### config.mk
export PLATFORM = sky130hd
export DESIGN_NAME = bus_arbiter
export DESIGN_NICKNAME = d
export VERILOG_FILES = /design/src/rtl/bus_arbiter_pkg.sv /design/src/rtl/rr_arbiter_2.sv /design/src/rtl/bus_arbiter.sv
export SDC_FILE = /design/constraint.sdc
export NUM_CORES = 1
export LEC_CHECK = 0
export ABC_CLOCK_PERIOD_IN_PS = 1900
export CORE_AREA = 5 5 129 131
export CTS_CLUSTER_DIAMETER = 150
export CTS_CLUSTER_SIZE = 12
export DETAILED_ROUTE_END_ITERATION = 16
export DIE_AREA = 0 0 134 136
export GPL_TIMING_DRIVEN = 0
export PLACE_DENSITY_LB_ADDON = 0.3
export SLEW_MARGIN = 20
export SYNTH_ARGS = -nofsm -noshare
export SYNTH_HDL_FRONTEND = slang
export SYNTH_SLANG_ARGS = --single-unit
### constraint.sdc
create_clock -name clk -period 1.9 [get_ports clk]
set_input_delay 0.38 -clock clk [delete_from_list [all_inputs] [get_ports clk]]
set_output_delay 0.38 -clock clk [all_outputs]
set_load 0.1 [all_outputs]
### src/rtl/bus_arbiter_pkg.sv
// Shared types and defaults for the two-requester memory bus arbiter.
// Requester indices map A to 0 and B to 1 throughout the design.
package bus_arbiter_pkg;

    typedef enum logic [1:0] {
        ST_IDLE    = 2'b00,
        ST_ACCESS  = 2'b01,
        ST_RELEASE = 2'b10
    } arb_state_t;

    localparam int DEF_ADDR_W  = 32;
    localparam int DEF_DATA_W  = 32;
    localparam int DEF_TIMEOUT = 15;

    localparam int REQ_A = 0;
    localparam int REQ_B = 1;

    // A disabled timeout (0) still needs a 1-bit counter to keep widths legal.
    function automatic int cnt_width(input int timeout);
        return (timeout < 1) ? 1 : $clog2(timeout + 1);
    endfunction

endpackage

### src/rtl/rr_arbiter_2.sv
// Combinational two-way round-robin grant: on a tie the requester not served last wins.
module rr_arbiter_2
    import bus_arbiter_pkg::*;
(
    input  logic       i_req_a,
    input  logic       i_req_b,
    input  logic       i_last_b,
    output logic [1:0] o_grant
);

    always_comb begin
        o_grant = 2'b00;
        if (i_req_a && i_req_b) begin
            o_grant[REQ_A] = i_last_b;
            o_grant[REQ_B] = !i_last_b;
        end else if (i_req_a) begin
            o_grant[REQ_A] = 1'b1;
        end else if (i_req_b) begin
            o_grant[REQ_B] = 1'b1;
        end
    end

endmodule

### src/rtl/bus_arbiter.sv
// Arbitrates two requesters onto one memory bus: IDLE grants, ACCESS holds the strobe
// until Ready or timeout, RELEASE waits for Ready to fall. Every output is a register.
module bus_arbiter
    import bus_arbiter_pkg::*;
#(
    parameter int ADDR_W  = DEF_ADDR_W,
    parameter int DATA_W  = DEF_DATA_W,
    parameter int TIMEOUT = DEF_TIMEOUT
) (
    input  logic              clk,
    input  logic              reset,
    input  logic              A_Req,
    input  logic              A_Write,
    input  logic [ADDR_W-1:0] A_Address,
    input  logic [DATA_W-1:0] A_Data_Out,
    output logic [DATA_W-1:0] A_Data_In,
    output logic              A_Ack,
    output logic              A_Err,
    input  logic              B_Req,
    input  logic              B_Write,
    input  logic [ADDR_W-1:0] B_Address,
    input  logic [DATA_W-1:0] B_Data_Out,
    output logic [DATA_W-1:0] B_Data_In,
    output logic              B_Ack,
    output logic              B_Err,
    output logic              Bus_Mem_Read,
    output logic              Bus_Mem_Write,
    output logic [ADDR_W-1:0] Bus_Mem_Address,
    output logic [DATA_W-1:0] Bus_Mem_Data_Out,
    input  logic [DATA_W-1:0] Bus_Mem_Data_In,
    input  logic              Bus_Mem_Ready
);

    localparam int CNT_W = cnt_width(TIMEOUT);

    arb_state_t        r_state, w_state_next;
    logic [CNT_W-1:0]  r_cnt, w_cnt_next;
    logic              r_gnt_b, w_gnt_b_next;
    logic              r_last_b, w_last_b_next;
    logic              r_rd, w_rd_next;
    logic              r_wr, w_wr_next;
    logic [ADDR_W-1:0] r_addr, w_addr_next;
    logic [DATA_W-1:0] r_wdata, w_wdata_next;

    logic [1:0]        w_grant;
    logic              w_sel_write;
    logic [ADDR_W-1:0] w_sel_addr;
    logic [DATA_W-1:0] w_sel_data;
    logic              w_ready_done;
    logic              w_timeout;
    logic [1:0]        w_ack;
    logic [1:0]        w_err;
    logic [DATA_W-1:0] w_data_in [2];

    rr_arbiter_2 u_rr (
        .i_req_a  (A_Req),
        .i_req_b  (B_Req),
        .i_last_b (r_last_b),
        .o_grant  (w_grant)
    );

    assign w_sel_write = w_grant[REQ_B] ? B_Write    : A_Write;
    assign w_sel_addr  = w_grant[REQ_B] ? B_Address  : A_Address;
    assign w_sel_data  = w_grant[REQ_B] ? B_Data_Out : A_Data_Out;

    // Ready takes priority: a timeout only fires when Ready is low in the same cycle.
    assign w_ready_done = (r_state == ST_ACCESS) && Bus_Mem_Ready;
    assign w_timeout    = (TIMEOUT != 0) && (r_state == ST_ACCESS) && !Bus_Mem_Ready &&
                          ((int'(r_cnt) + 1) == TIMEOUT);

    always_ff @(posedge clk) begin
        if (!reset) begin
            r_state  <= ST_IDLE;
            r_cnt    <= '0;
            r_gnt_b  <= 1'b0;
            r_last_b <= 1'b1;
            r_rd     <= 1'b0;
            r_wr     <= 1'b0;
            r_addr   <= '0;
            r_wdata  <= '0;
        end else begin
            r_state  <= w_state_next;
            r_cnt    <= w_cnt_next;
            r_gnt_b  <= w_gnt_b_next;
            r_last_b <= w_last_b_next;
            r_rd     <= w_rd_next;
            r_wr     <= w_wr_next;
            r_addr   <= w_addr_next;
            r_wdata  <= w_wdata_next;
        end
    end

    always_comb begin
        w_state_next  = r_state;
        w_cnt_next    = r_cnt;
        w_gnt_b_next  = r_gnt_b;
        w_last_b_next = r_last_b;
        w_rd_next     = r_rd;
        w_wr_next     = r_wr;
        w_addr_next   = r_addr;
        w_wdata_next  = r_wdata;
        case (r_state)
            ST_IDLE: begin
                if (|w_grant) begin
                    w_gnt_b_next = w_grant[REQ_B];
                    w_rd_next    = !w_sel_write;
                    w_wr_next    = w_sel_write;
                    w_addr_next  = w_sel_addr;
                    w_wdata_next = w_sel_data;
                    w_cnt_next   = '0;
                    w_state_next = ST_ACCESS;
                end
            end
            ST_ACCESS: begin
                w_cnt_next = r_cnt + 1'b1;
                if (w_ready_done || w_timeout) begin
                    w_rd_next    = 1'b0;
                    w_wr_next    = 1'b0;
                    w_state_next = ST_RELEASE;
                end
            end
            ST_RELEASE: begin
                if (!Bus_Mem_Ready) begin
                    w_last_b_next = r_gnt_b;
                    w_state_next  = ST_IDLE;
                end
            end
            default: w_state_next = ST_IDLE;
        endcase
    end

    // Per-requester completion registers; only the granted side ever pulses or loads.
    genvar gi;
    generate
        for (gi = 0; gi < 2; gi++) begin : g_req
            logic              r_ack;
            logic              r_err;
            logic [DATA_W-1:0] r_data_in;
            logic              w_is_gnt;

            assign w_is_gnt = (r_gnt_b == 1'(gi));

            always_ff @(posedge clk) begin
                if (!reset) begin
                    r_ack     <= 1'b0;
                    r_err     <= 1'b0;
                    r_data_in <= '0;
                end else begin
                    r_ack <= w_is_gnt && (w_ready_done || w_timeout);
                    r_err <= w_is_gnt && w_timeout;
                    if (w_is_gnt && w_ready_done && r_rd) begin
                        r_data_in <= Bus_Mem_Data_In;
                    end
                end
            end

            assign w_ack[gi]     = r_ack;
            assign w_err[gi]     = r_err;
            assign w_data_in[gi] = r_data_in;
        end
    endgenerate

    assign A_Ack            = w_ack[REQ_A];
    assign B_Ack            = w_ack[REQ_B];
    assign A_Err            = w_err[REQ_A];
    assign B_Err            = w_err[REQ_B];
    assign A_Data_In        = w_data_in[REQ_A];
    assign B_Data_In        = w_data_in[REQ_B];
    assign Bus_Mem_Read     = r_rd;
    assign Bus_Mem_Write    = r_wr;
    assign Bus_Mem_Address  = r_addr;
    assign Bus_Mem_Data_Out = r_wdata;

endmodule

Yosys cells after proc, flatten, opt, wreduce, memory -nomap -nowiden:

Index checks and enable logic that the tools add are counted.

* bits in registers: 142

* muxes and demuxes: 18
* equal/unequal tests: 6
* add/subtract/negate cells: 2
* reduce and logical (&&, ||, !) cells: 24
* bitwise logic cells: 2

Operator list (count)
* 32-bit two-way mux: 2
* 1-bit logical AND: 12
* 2-bit two-way mux: 4
* 4-bit one-hot mux with 2 select lines: 1
* 1-bit two-way mux: 7
* 2-bit one-hot mux with 3 select lines: 1
* 2-bit AND reduction: 3
* 3-bit AND reduction: 2
* 4-bit by 1-bit adder with 5-bit output, second input constant: 1
* 5-bit by 4-bit == test with 1-bit output, second input constant: 1
* 4-bit by 1-bit adder with 4-bit output, second input constant: 1
* 4-bit two-way mux: 1
* 2-bit inequality test, second input constant: 2
* 1-bit one-hot mux with 2 select lines: 2
* 1-bit zero test: 3
* 2-bit by 1-bit == test with 1-bit output, second input constant: 1
* 2-bit == test, second input constant: 1
* 2-bit zero test: 1
* 2-bit by 1-bit inequality test with 1-bit output, second input constant: 1
* 1-bit NOT: 2
* 2-bit nonzero test: 1
* 2-bit OR reduction: 1
* 1-bit logical OR: 1

Depth between registers and ports, before layout:

* depth after elaboration: 7
* mapped depth: 7
* depth with buffers taken out: 4

By module:

Synthesis repeated with hierarchy kept, for this count alone.

* cells, all modules: 652
* area total of the unflattened synthesis: 6092.1 sq um

Modules (own cells, without submodules)
* bus_arbiter: instances 1, sequential area each 2842.7 sq um, cells each 649, area an instance 6073.3 sq um
* rr_arbiter_2: instances 1, sequential area each 0.0 sq um, cells each 3, area an instance 18.8 sq um

Least setup slack after synthesis:

OpenSTA, ideal clock, no wires.

* path kind: reg2reg
* start point: register r_rd (netlist: Bus_Mem_Read)
* end point: register g_req[0].r_data_in[10] (netlist: A_Data_In[10])
* setup slack: -0.157 ns
* buffers on the path: 2
* period minus slack after synthesis: 2.057 ns
* cell stages (with the launch flop): 7
* data arrival time: 1.939 ns
* path through: dfxtp_1 nand2_1 or3_1 buf_2 buf_6 nand2_1 a21boi_1

* cells in the longest elaborated chain, start to end: 1

RTL lines
* start: declaration: line bus_arbiter.sv:40 `logic r_rd, w_rd_next;`
* start signal: assignment: line bus_arbiter.sv:86 `r_rd <= w_rd_next;`
* 1-bit logical AND: line bus_arbiter.sv:151 `if (w_is_gnt && w_ready_done && r_rd) begin`
* end signal: assignment: line bus_arbiter.sv:152 `r_data_in <= Bus_Mem_Data_In;`
* end: declaration: line bus_arbiter.sv:138 `logic [DATA_W-1:0] r_data_in;`

Every way passes these cells.
A chain may end at the register's enable or synchronous reset.

Worst setup path after layout:

* start point: input port B_Req
* end point: register r_addr[1] (netlist: Bus_Mem_Address[1])

* cells in the longest elaborated chain, start to end: 5

RTL lines
* start: declaration: line bus_arbiter.sv:19 `input logic B_Req,`
* 1-bit two-way mux: line rr_arbiter_2.sv:18 `end else if (i_req_b) begin`
* 1-bit two-way mux: line rr_arbiter_2.sv:16 `end else if (i_req_a) begin`
* 2-bit two-way mux (*): line rr_arbiter_2.sv:13 `if (i_req_a && i_req_b) begin`
* 2-bit OR reduction: line bus_arbiter.sv:104 `if (|w_grant) begin`
* 2-bit AND reduction (no source line)
* end signal: assignment: line bus_arbiter.sv:88 `r_addr <= w_addr_next;`
* end: declaration: line bus_arbiter.sv:42 `logic [ADDR_W-1:0] r_addr, w_addr_next;`

Mark *: on every way between the ends. The rest lies on a longest branch, timed or not.

==> flow_summary.toml <==
[status]
run_status = "finished, final reports clean"

[power_and_ir_drop]
p_int_mw = 5.97
seqPwrFrac = 0.356
power.switching_mw = 3.24
combinationalPowerShare = 0.289
total_power_mw = 9.20
power.leakage_nw = 4.24
p_per_area_nw_per_um2 = 922
switching_share = 0.352
pwr-share-clk = 0.355
vdd_drop_max_mv = 0.609

[clock_tree]
postCtsSetupBuffers = 0
cts_resized = 402
clkSinkCount = 142
cts_hold_buf = 0
h-tree-depth = 4
path_clk_slew_ns = 0.06
numCtsBuffers = 17
cts_root_buffer = "clkbuf_16"
cts_tree = "built"
clk_latency_ns = 0.42
clock_path_buffers = 2

[detailed_routing]
dr_wl_met3_um = 1440
drt_first_pass_iters = 4
top_layer = "met4"
wl_per_cell_um = 16.5
wl_met2_um = 9570
ant_nets = 0
wl_um = 19100
viasPerCell = 4.90
drt_iter0_drc = 176
drc = 0
met1Wirelength_um = 7810
vias = 5689

[timing]
setup_viol_count_final = 0
finalHoldViolations = 0
tightest_slew_ns = 0.606
fin_skew_ns = 0.0113
fin_crit_sh = 0.951
fmax_ghz = 0.554
holdWs_ns = 0.359
slew_viol_final = 0
grt_setup_unrepaired = "no"
max_slew_margin = 0.598
final.min_clock_period_ns = 1.81

[setup_path]
crit_fanout = 10
cp-start-kind = "primary input"
critPathArrivalTime_ns = 2.11
worst-setup-path-type = "in2reg"
required_ns = 2.21
crit_path_end_kind = "flip-flop"

[placement]
place_hpwl_um = 15000
portBuffers = 299
gp_congestion = 0.804
placed_area_um2 = 9220
dp.cells = 1129

[final_layout]
fillers = 1275
area_delta_synth_final_pct = 66.7
stdcell_area_um2 = 9990
layout-drive-gt1-share = 0.206
final_cell_mix = "nand2_1 (201), clkdlybuf4s50_1 (165), dfxtp_1 (141)"
fin_cells = 1161
antenna_cells = 0
layout_commonest_cell = "nand2_1"
fin_nets = 1125
post-route-util = 0.645

[floorplan]
start_util = 0.387
io_pins = 301
core_um2 = 15500
dieArea_um2 = 18200
die_h_um = 136
row_count = 46
chipWidth_um = 134

[synth]
yosys_warnings = 0
synth.area.top_cells = "dfxtp_1 (47%), nand2_1 (13%), mux2i_1 (11%)"
synth_cell_types = 36
yosysTopAreaCell = "dfxtp_1"
seq_area_frac_synth = 0.475
synth.top_cell.area_share = 0.475
syn-instance-count = 638
synth_nets = 807
synth_edf_count = 0
synth_seq_cells = 142
syn_area_per_cell_um2 = 9.39
synthFlopType = "dfxtp_1"
async_reset_ff_frac = 0
syn_area_um2 = 5990

[grt]
grt_pass1_vias = 5617
grt_antenna_before_repair = 0
groute.usage.overall = 0.206
grt_pass1_wl_um = 29600
grt-ovfl-total = 0
grt_max_degree = 17

[min_path]
worstHoldPathType = "in2reg"

[flow_run]
drv_cap = 0
==> synth_stat cells (all sizes together) (2+ instances only) <==
master / number
ha: 2
buf: 33
a21oi: 3
nor2b: 3
clkbuf: 19
o211a: 65
or3: 2
mux2i: 66
nand3: 2
dfxtp: 142
and3: 2
nor2: 7
a21boi: 68
and2: 2
nor3: 3
o21ai: 3
nand2: 201
inv: 3
==> sequential cells by signal (all words and copies together) (netlist names) <==
signal            count
A_Err                 1
r_last_b              1
Bus_Mem_Read          1
Bus_Mem_Write         1
r_cnt                 4
r_state               2
g_req.w_is_gnt        1
B_Err                 1
A_Ack                 1
Bus_Mem_Data_Out     32
B_Data_In            32
Bus_Mem_Address      32
B_Ack                 1
A_Data_In            32
==> power by group through the flow <==
stage	Clock, mW	Combinational (mW)	Sequential (mW)
after floorplan	0	0.542	4.60
after global placement	0	2.72	3.33
after detailed placement	0	2.72	3.33
after CTS	3.34	2.67	3.27
after global routing	3.47	2.77	3.30
final	3.27	2.66	3.27
==> per-stage QoR <==
stage / setup WS [ns] / setup TNS, ns
2_1_floorplan: 0.207 / 0
3_3_place_gp: -0.394 / -22.86
3_5_place_dp: -0.403 / -24.07
4_1_cts: 0.0412 / 0
5_1_grt: 0.0142 / 0
6_report: 0.0936 / 0
==> path summary, 6_finish.rpt <==
path            startpoint  cells past startpoint                 end  slack (ns)
min reg2reg  A_Data_In[22]                      2       A_Data_In[22]        0.45
max reg2reg       r_last_b                      6  Bus_Mem_Address[1]        0.23
max                  B_Req                      7  Bus_Mem_Address[1]        0.09
min                  reset                      2       A_Data_In[17]        0.36
==> critical path, stage by stage <==
cell and delay (ns):
clkdlybuf4s50_1 0.46, a21boi_2 0.25, buf_4 0.25, buf_4 0.24, mux2i_1 0.28, nand2_1 0.09
o211a_1 0.15
==> metal layers <==
metal | track usage | vias up
li1 | - | 2821
met3 | 0.0570 | 20
met1 | 0.245 | 2626
met2 | 0.362 | 222
met4 | 0.0634 | 0
met5 | 0 | -
==> kinds of logic after synthesis <==
| logic type | after synthesis | share of synthesized area |
|---|---|---|
| AO/OA/AOI/OAI | 144 | 0.206 |
| XOR/XNOR | 2 | 0.00293 |
| adder cells (fa/ha/maj) | 2 | 0.00418 |
| buffers and inverters | 55 | 0.0506 |
| flip-flops | 142 | 0.475 |
| multiplexers | 66 | 0.110 |
| AND/OR/NAND/NOR | 227 | 0.151 |
==> layout make-up <==
class	instances	area [um^2]	share of cell area
buffer	52	302	0.0302
clock buffer	20	447	0.0447
inverter	3	11.3	0.00113
clock inverter	12	139	0.0139
timing repair buffer	299	3160	0.316
sequential	142	2840	0.285
multi-input combinational	441	2840	0.285
tap	192	240	0.0241
No activity file was read; power rests on OpenSTA's default activity.
